File: src/rtl/fifo_sync_level.sv
// Circular FIFO with occupancy count and registered almost-full/almost-empty flags; show-ahead head word, zero-latency write-to-read visibility.
// No backpressure beyond full/empty; define FIFO_ERR_FLAGS_EN for sticky overflow/underflow with clr_err, otherwise dropped requests are ignored.
module fifo_sync_level #(
  parameter int ADR_WIDTH  = 4,
  parameter int DAT_WIDTH  = 8,
  parameter int AFULL_THR  = 12,
  parameter int AEMPTY_THR = 4
) (
  input  logic                 clk,
  input  logic                 reset,
  input  logic                 wr,
  input  logic                 rd,
  input  logic [DAT_WIDTH-1:0] data_in,
  output logic [DAT_WIDTH-1:0] data_out,
  output logic                 empty,
  output logic                 full,
  output logic                 almost_empty,
  output logic                 almost_full,
  output logic [ADR_WIDTH:0]   count
`ifdef FIFO_ERR_FLAGS_EN
  ,
  input  logic                 clr_err,
  output logic                 overflow,
  output logic                 underflow
`endif
);

  localparam int DEPTH = 2**ADR_WIDTH;
  localparam logic [ADR_WIDTH:0]   DEPTH_C  = (ADR_WIDTH+1)'(DEPTH);
  localparam logic [ADR_WIDTH:0]   AFULL_C  = (ADR_WIDTH+1)'(AFULL_THR);
  localparam logic [ADR_WIDTH:0]   AEMPTY_C = (ADR_WIDTH+1)'(AEMPTY_THR);
  localparam logic [ADR_WIDTH:0]   CNT_ONE  = {{ADR_WIDTH{1'b0}}, 1'b1};
  localparam logic [ADR_WIDTH-1:0] PTR_ONE  = {{(ADR_WIDTH-1){1'b0}}, 1'b1};

  logic [DAT_WIDTH-1:0] mem [DEPTH];
  logic [ADR_WIDTH-1:0] w_ptr;
  logic [ADR_WIDTH-1:0] r_ptr;
  logic [ADR_WIDTH:0]   count_nxt;
  logic                 rd_acc;
  logic                 wr_acc;

  // A read in the same cycle frees the slot, so a full FIFO still takes a write.
  always_comb begin
    rd_acc    = rd & ~empty;
    wr_acc    = wr & (~full | rd);
    count_nxt = count;
    if (wr_acc && !rd_acc) begin
      count_nxt = count + CNT_ONE;
    end else if (!wr_acc && rd_acc) begin
      count_nxt = count - CNT_ONE;
    end
  end

  always_ff @(posedge clk) begin
    if (!reset) begin
      w_ptr        <= '0;
      r_ptr        <= '0;
      count        <= '0;
      empty        <= 1'b1;
      full         <= 1'b0;
      almost_empty <= 1'b1;
      almost_full  <= 1'b0;
    end else begin
      if (wr_acc) begin
        w_ptr <= w_ptr + PTR_ONE;
      end
      if (rd_acc) begin
        r_ptr <= r_ptr + PTR_ONE;
      end
      count        <= count_nxt;
      empty        <= (count_nxt == '0);
      full         <= (count_nxt == DEPTH_C);
      almost_empty <= (count_nxt <= AEMPTY_C);
      almost_full  <= (count_nxt >= AFULL_C);
    end
  end

  always_ff @(posedge clk) begin
    if (reset && wr_acc) begin
      mem[w_ptr] <= data_in;
    end
  end

  assign data_out = mem[r_ptr];

`ifdef FIFO_ERR_FLAGS_EN
  // A read on empty paired with a write is not an underflow: the write supplies the word.
  always_ff @(posedge clk) begin
    if (!reset) begin
      overflow  <= 1'b0;
      underflow <= 1'b0;
    end else begin
      if (wr && full && !rd) begin
        overflow <= 1'b1;
      end else if (clr_err) begin
        overflow <= 1'b0;
      end
      if (rd && empty && !wr) begin
        underflow <= 1'b1;
      end else if (clr_err) begin
        underflow <= 1'b0;
      end
    end
  end
`endif

endmodule

File: config.mk
export PLATFORM = sky130hd
export DESIGN_NAME = fifo_sync_level
export DESIGN_NICKNAME = d
export VERILOG_FILES = /design/src/rtl/fifo_sync_level.sv
export SDC_FILE = /design/constraint.sdc
export NUM_CORES = 1
export LEC_CHECK = 0
export ABC_CLOCK_PERIOD_IN_PS = 2200
export CAP_MARGIN = 20
export CELL_PAD_IN_SITES_DETAIL_PLACEMENT = 0
export CELL_PAD_IN_SITES_GLOBAL_PLACEMENT = 1
export CORE_UTILIZATION = 52
export CTS_CLUSTER_DIAMETER = 60
export DETAILED_ROUTE_END_ITERATION = 12
export PLACE_DENSITY_LB_ADDON = 0.1
export SYNTH_ARGS = -nofsm -noshare
export SYNTH_HDL_FRONTEND = slang
export SYNTH_SLANG_ARGS = --single-unit
export TNS_END_PERCENT = 20
File: constraint.sdc
create_clock -name clk -period 2.2 [get_ports clk]
set_input_delay 0.33 -clock clk [delete_from_list [all_inputs] [get_ports clk]]
set_output_delay 0.33 -clock clk [all_outputs]
set_load 0.05 [all_outputs]
Word level (Yosys, flattened, before mapping):

Memory sizes are Yosys's and may differ from the RTL's. A register that Yosys moved wholly into a read port is not among the register bits.
Index checks and enable logic that the tools add are counted.

* equal/unequal tests: 1
* multiplexer cells: 6
* bitwise logic cells: 5
* reduce and logical (&&, ||, !) cells: 6
* add/sub/neg operators: 4
* magnitude comparators: 2
* shifts and indexed selects: 0
* $mul: 0
* divide/modulo/power cells: 0

Operators by type and width (number)
* $mux 5: 2
* $add 4x1->4 const B: 2
* $mux 4: 2
* $add 5x1->5 const B: 1
* $eq 5x5->1 const B: 1
* $ge 5x4->1 const B: 1
* $le 5x3->1 const B: 1
* $logic_not 5->1: 1
* $sub 5x1->5 const B: 1
* $logic_and 1x1->1: 3
* $and 1x1->1: 2
* $logic_not 1->1: 2
* $mux 1: 2
* $not 1->1: 2
* $or 1x1->1: 1

* RAM bits: 128
* memories kept: 1
* output and inout bits: 17
* latch bits: 0
* ROM bits: 0
* register bits after elaboration: 17
* word-level logic and storage cells: 32
* input port bits: 12

Memories
* mem: words 16, width 8, read ports 1, clocked after Yosys merged registers in 1, wr ports 1, RTL line 35 `logic [DAT_WIDTH-1:0] mem [DEPTH];`

Depth between registers and ports, before layout:

Gate-level depths: netlist of run 1.

* depth after elaboration: 8
* gate-level depth with buffers: 7
* mapped depth without buffers: 7

Least setup slack after synthesis of run 1:

Ideal clock, no wire load.

* path type: register -> output
* from: reg (tool-made name)
* to: out data_out[0]
* required time: 1.870 ns
* data arrival time: 1.721 ns
* setup slack: 0.149 ns
* cell stages (with the launch flop): 5
* path buffers: 2
* cells stage by stage: dfxtp_1 buf_6 buf_8 mux4_1 mux4_2

RTL lines
* to (decl): RTL line 14 `output logic [DAT_WIDTH-1:0] data_out,`

==> key figures, run 1 <==
Power and ir drop
  – Fraction of power spent switching nets: between 20% and 30%
  – Switching power of the nets: 1.641 mW
  – Cell internal pwr: approximately 5.3 mW
  – Power share of the combinational group: 14.4%
  – Final total power: 6.898 mW
  – Power density relative to cell area: 941.9 mW/mm²
  – LEAKAGE: 2.426 nW
  – Flop pwr share: between 40% and 50%
  – Clock network fraction of design power: about two fifths
  – Highest ir drop seen on vdd: 501.9 µV

Logic synthesis
  – Synthesis-stage register bit count: 149
  – Area of the mapped netlist: 0.006011 mm²
  – Unique masters post-synth: 37
  – Part of the Yosys area used for sequential elements: 70.94%
  – Proportion of register bits with asynchronous set or reset after synthesis: 0%
  – Share of Yosys cell area claimed by the top area cell type: 63.95%
  – Compound-cell area share of the yosys netlist: approximately 1.1%
  – Leading post-synthesis cells by cell area: edfxtp_1 64%, mux4_1 10%, dfxtp_1 7.0%
  – Post-synthesis net count: 320
  – Dominant combinational cell family by area after synthesis: multiplexers
  – Number of synthesized flops with an enable pin: 128
  – Warnings, synthesis: 0
  – Multiplexer share of the synthesized area: 17.24%
  – Top post-synthesis cells by count: 128 x edfxtp_1, 24 x mux4_1, 21 x dfxtp_1, 19 x and2_1, 16 x mux4_2
  – Most numerous cell in the Yosys netlist: edfxtp_1
  – Adder-cell area share of the yosys netlist: roughly 1.5%
  – Mapped Cells: 301
  – Cell accounting for the most synthesized area: edfxtp_1
  – Dominant synthesized flop cell: edfxtp_1
  – Parity-gate share of the synthesized area counting xor and xnor cells: 1.457%
  – Simple-gate share of the synthesized area: 5.766%
  – Mean instance size in the synthesized netlist: 19.97 µm²

Routing
  – Vias: 2948
  – DRC violation count after routing: 0
  – Avg Vias per Cell: roughly 5.7
  – Detailed-routing iteration count for the pre-antenna-repair pass: 4
  – Wire length per cell after detailed routing: 23.27 µm
  – Number of DRC markers after the initial detailed-route iteration: between 150 and 200
  – Count of antenna-violating nets left after detailed routing: 0
  – Total wire length after detailed routing: between 10000 and 15000 µm

STA
  – Post-route worst setup slack: -0.3538 ns
  – Number of endpoints failing setup at the final stage: 8
  – Fin Hold WS: roughly 0.50 ns
  – Slew HR: 62.66%
  – Final Cycle Share: 116.1%
  – Upper clock frequency limit: 0.3916 GHz
  – Final Max Tran Viols: 0
  – Slew at the pin closest to its max-slew limit: 0.5583 ns
  – Total Negative Setup Slacks: -2.561 ns
  – Worst Skew: ~0.009 ns
  – Final Critical Period: 2.554 ns
  – RSZ-0062 raised after global routing: true
  – Final hold violations: 0

Critical path
  – Worst-case reg-to-reg path depth: 7
  – Crit Path Category: reg2out
  – Data required, critical path: 1.87 ns
  – Slowest stage cell on the critical path: mux4_1
  – Register-to-Register Setup Slack: 0.37 ns
  – CP Buf/Inv Count: 2
  – Kind of capture point of the worst setup path: output pin
  – Crit path max-delay family: multiplexers
  – Arrival @ worst endpoint: 2.22 ns
  – Stage delay of the slowest cell on the critical path: 0.59 ns
  – Worst path cell trace: buf_12, mux4_1, mux4_2, buf_4
  – Critical path startpoint category: register
  – Origin of the critical flop-to-flop path: count[1]
  – Critical path peak fanout: 14
  – Capture instance of the worst register-to-register path: almost_empty

Finish
  – Fraction of final layout cells sized beyond drive strength 1: a little over a quarter
  – Area growth from synthesis to final layout: 21.84%
  – Number of filler cells placed in the layout: 769
  – Sequential cell area: 0.004268 mm²
  – Number of antenna cells inserted: 0
  – Multi-input logic area: 0.001551 mm²
  – Post-Layout Inst Area: between 0.007 and 0.008 mm²
  – Fin nets: ~380

Floorplanning
  – Number of I/O pins: 29
  – Die width: about 110 µm
  – DIE AREA: between 0.01 and 0.015 mm²
  – Initial Utilization: 54.49%
  – Die height: 109.5 µm
  – Core Area: about 0.011 mm²
  – Number of placement rows: 38

Global route
  – Grt ovf: 0
  – Initial antenna violation count: 0
  – Via count of the first global-routing pass: between 2000 and 3000
  – Pin count of the biggest net entering global routing: 33
  – Tot GR Track Use: between 20% and 30%
  – First-pass GRT wire length: 18130 µm

Worst hold path
  – Hold Path Class: reg2reg
  – Hold Path Origin: r_ptr[1]
  – Worst hold stages: 2

Clocking
  – CTS tree: done
  – Insertion delay of the later-clocked pin in the worst-skew pair: 0.41 ns
  – Clock slew seen by the registers of the worst setup and hold paths: 0.06 ns
  – Clk buf depth: 2
  – H-Tree Level Count: 4
  – Post-CTS setup buffer count: 0
  – Number of buffers created by CTS: 17
  – Root buffer selected by CTS: clkbuf_16
  – Sinks on the clock net: 149

Outcome
  – Result of the run: finished with violations
  – Violations in the final reports: negative setup slack

Placement
  – Count of buffers inserted at the top-level ports: 28
  – DP Area: 0.006794 mm²
  – Dpl hpwl: 7358 µm
  – Final RePlAce weighted congestion: 0.7944

Flow run
  – Max-cap check violation count: 0
==> layout make-up <==
type	count	area share, %
clock buffer	27	7.312
clock inverter	5	0.5467
inverter	6	0.3075
sequential	149	58.28
multi-input combinational	132	21.19
tap	140	2.392
timing repair buffer	56	9.978
==> worst reg2reg max path, cell delays in order, from the launching register on <==
cell	delay, ns
dfxtp_1	0.41
inv_1	0.10
ha_1	0.20
nor4bb_1	0.14
nor3_1	0.28
xnor2_1	0.15
and2_1	0.21
a221oi_1	0.26
==> flip-flops by register name, summed over array words and instances, names as in the netlist, named ones only <==
signal and flops:
full 1, almost_full 1, almost_empty 1, count 5, w_ptr 4, r_ptr 4, mem 128, empty 1
==> worst max-delay path by stage <==
stage	from	end	slack (ns)	depth (start not counted)
floorplan	register	data_out[0]	0.15	4
global placement	rd	mem[10][7]	-0.007	7
detailed placement	register	data_out[6]	-0.02	4
CTS	register	data_out[2]	-0.39	4
global route	register	data_out[6]	-0.42	4
finish	register	data_out[5]	-0.35	4
==> cell families (layout without fill, tap and decap cells) <==
group	count (synthesis)	after routing
muxes	44	44
and+or+nand+nor	62	62
xor gates and xnor gates	10	10
AOI/OAI and AO/OA	9	9
buffers and inverters	20	94
DFF	149	149
adders and majority gates	7	7
==> repair_timing <==
item | in CTS | in global routing
hold buffers | 0 | 0
endpoints found under the setup margin | 8 | 8
resized for setup | 17 | 9
==> power by group through the flow <==
stage | Combinational (mW) | Sequential (mW) | Clock, mW
after floorplan | 0.577 | 3.34 | 0
after global placement | 0.957 | 3.24 | 0
after detailed placement | 0.961 | 3.24 | 0
after CTS | 0.992 | 3.19 | 2.76
after global routing | 1.06 | 3.19 | 2.88
final | 0.991 | 3.18 | 2.72
==> per-stage QoR <==
| stage | cells | setup slack (ns) | util, % |
|---|---|---|---|
| floorplan | 301 | 0.1488 | - |
| global placement | 483 | -0.007170 | 61.59 |
| detailed placement | 483 | -0.01752 | 61.59 |
| CTS | 515 | -0.3947 | 66.63 |
| global route | 515 | -0.4159 | 66.39 |
| finish | 515 | -0.3538 | 66.39 |
==> layer usage <==
layer	up-vias	wire (µm)	part of all wire, %	track usage [%]
met3	9	688	5.7	5.631
met1	1509	5266	44	31.19
met4	0	121	1.0	7.429
li1	1337	-	-	-
met2	93	5910	49	35.71
met5	-	0	0	0
==> cell usage in the layout (no fill, tap or decap), types with 4 or more instances in the layout <==
cell type / count
nand4_1: 5
mux4_2: 35
clkbuf_1: 5
edfxtp_1: 128
inv_1: 6
nand2_1: 8
and2_1: 19
buf_6: 6
buf_4: 11
dfxtp_1: 20
clkdlybuf4s50_1: 20
ha_1: 7
xnor2_1: 6
xor2_1: 4
mux4_1: 5
nor2_1: 15
clkbuf_16: 19
buf_12: 19
Power figures use the tool's default switching activity.
==> inputs of run 2 (changes only) <==
Settings changed: CAP_MARGIN 20 to default.
==> results of run 2 <==
Same layout as run 1: the final DEF is identical, and so are final timing and power.
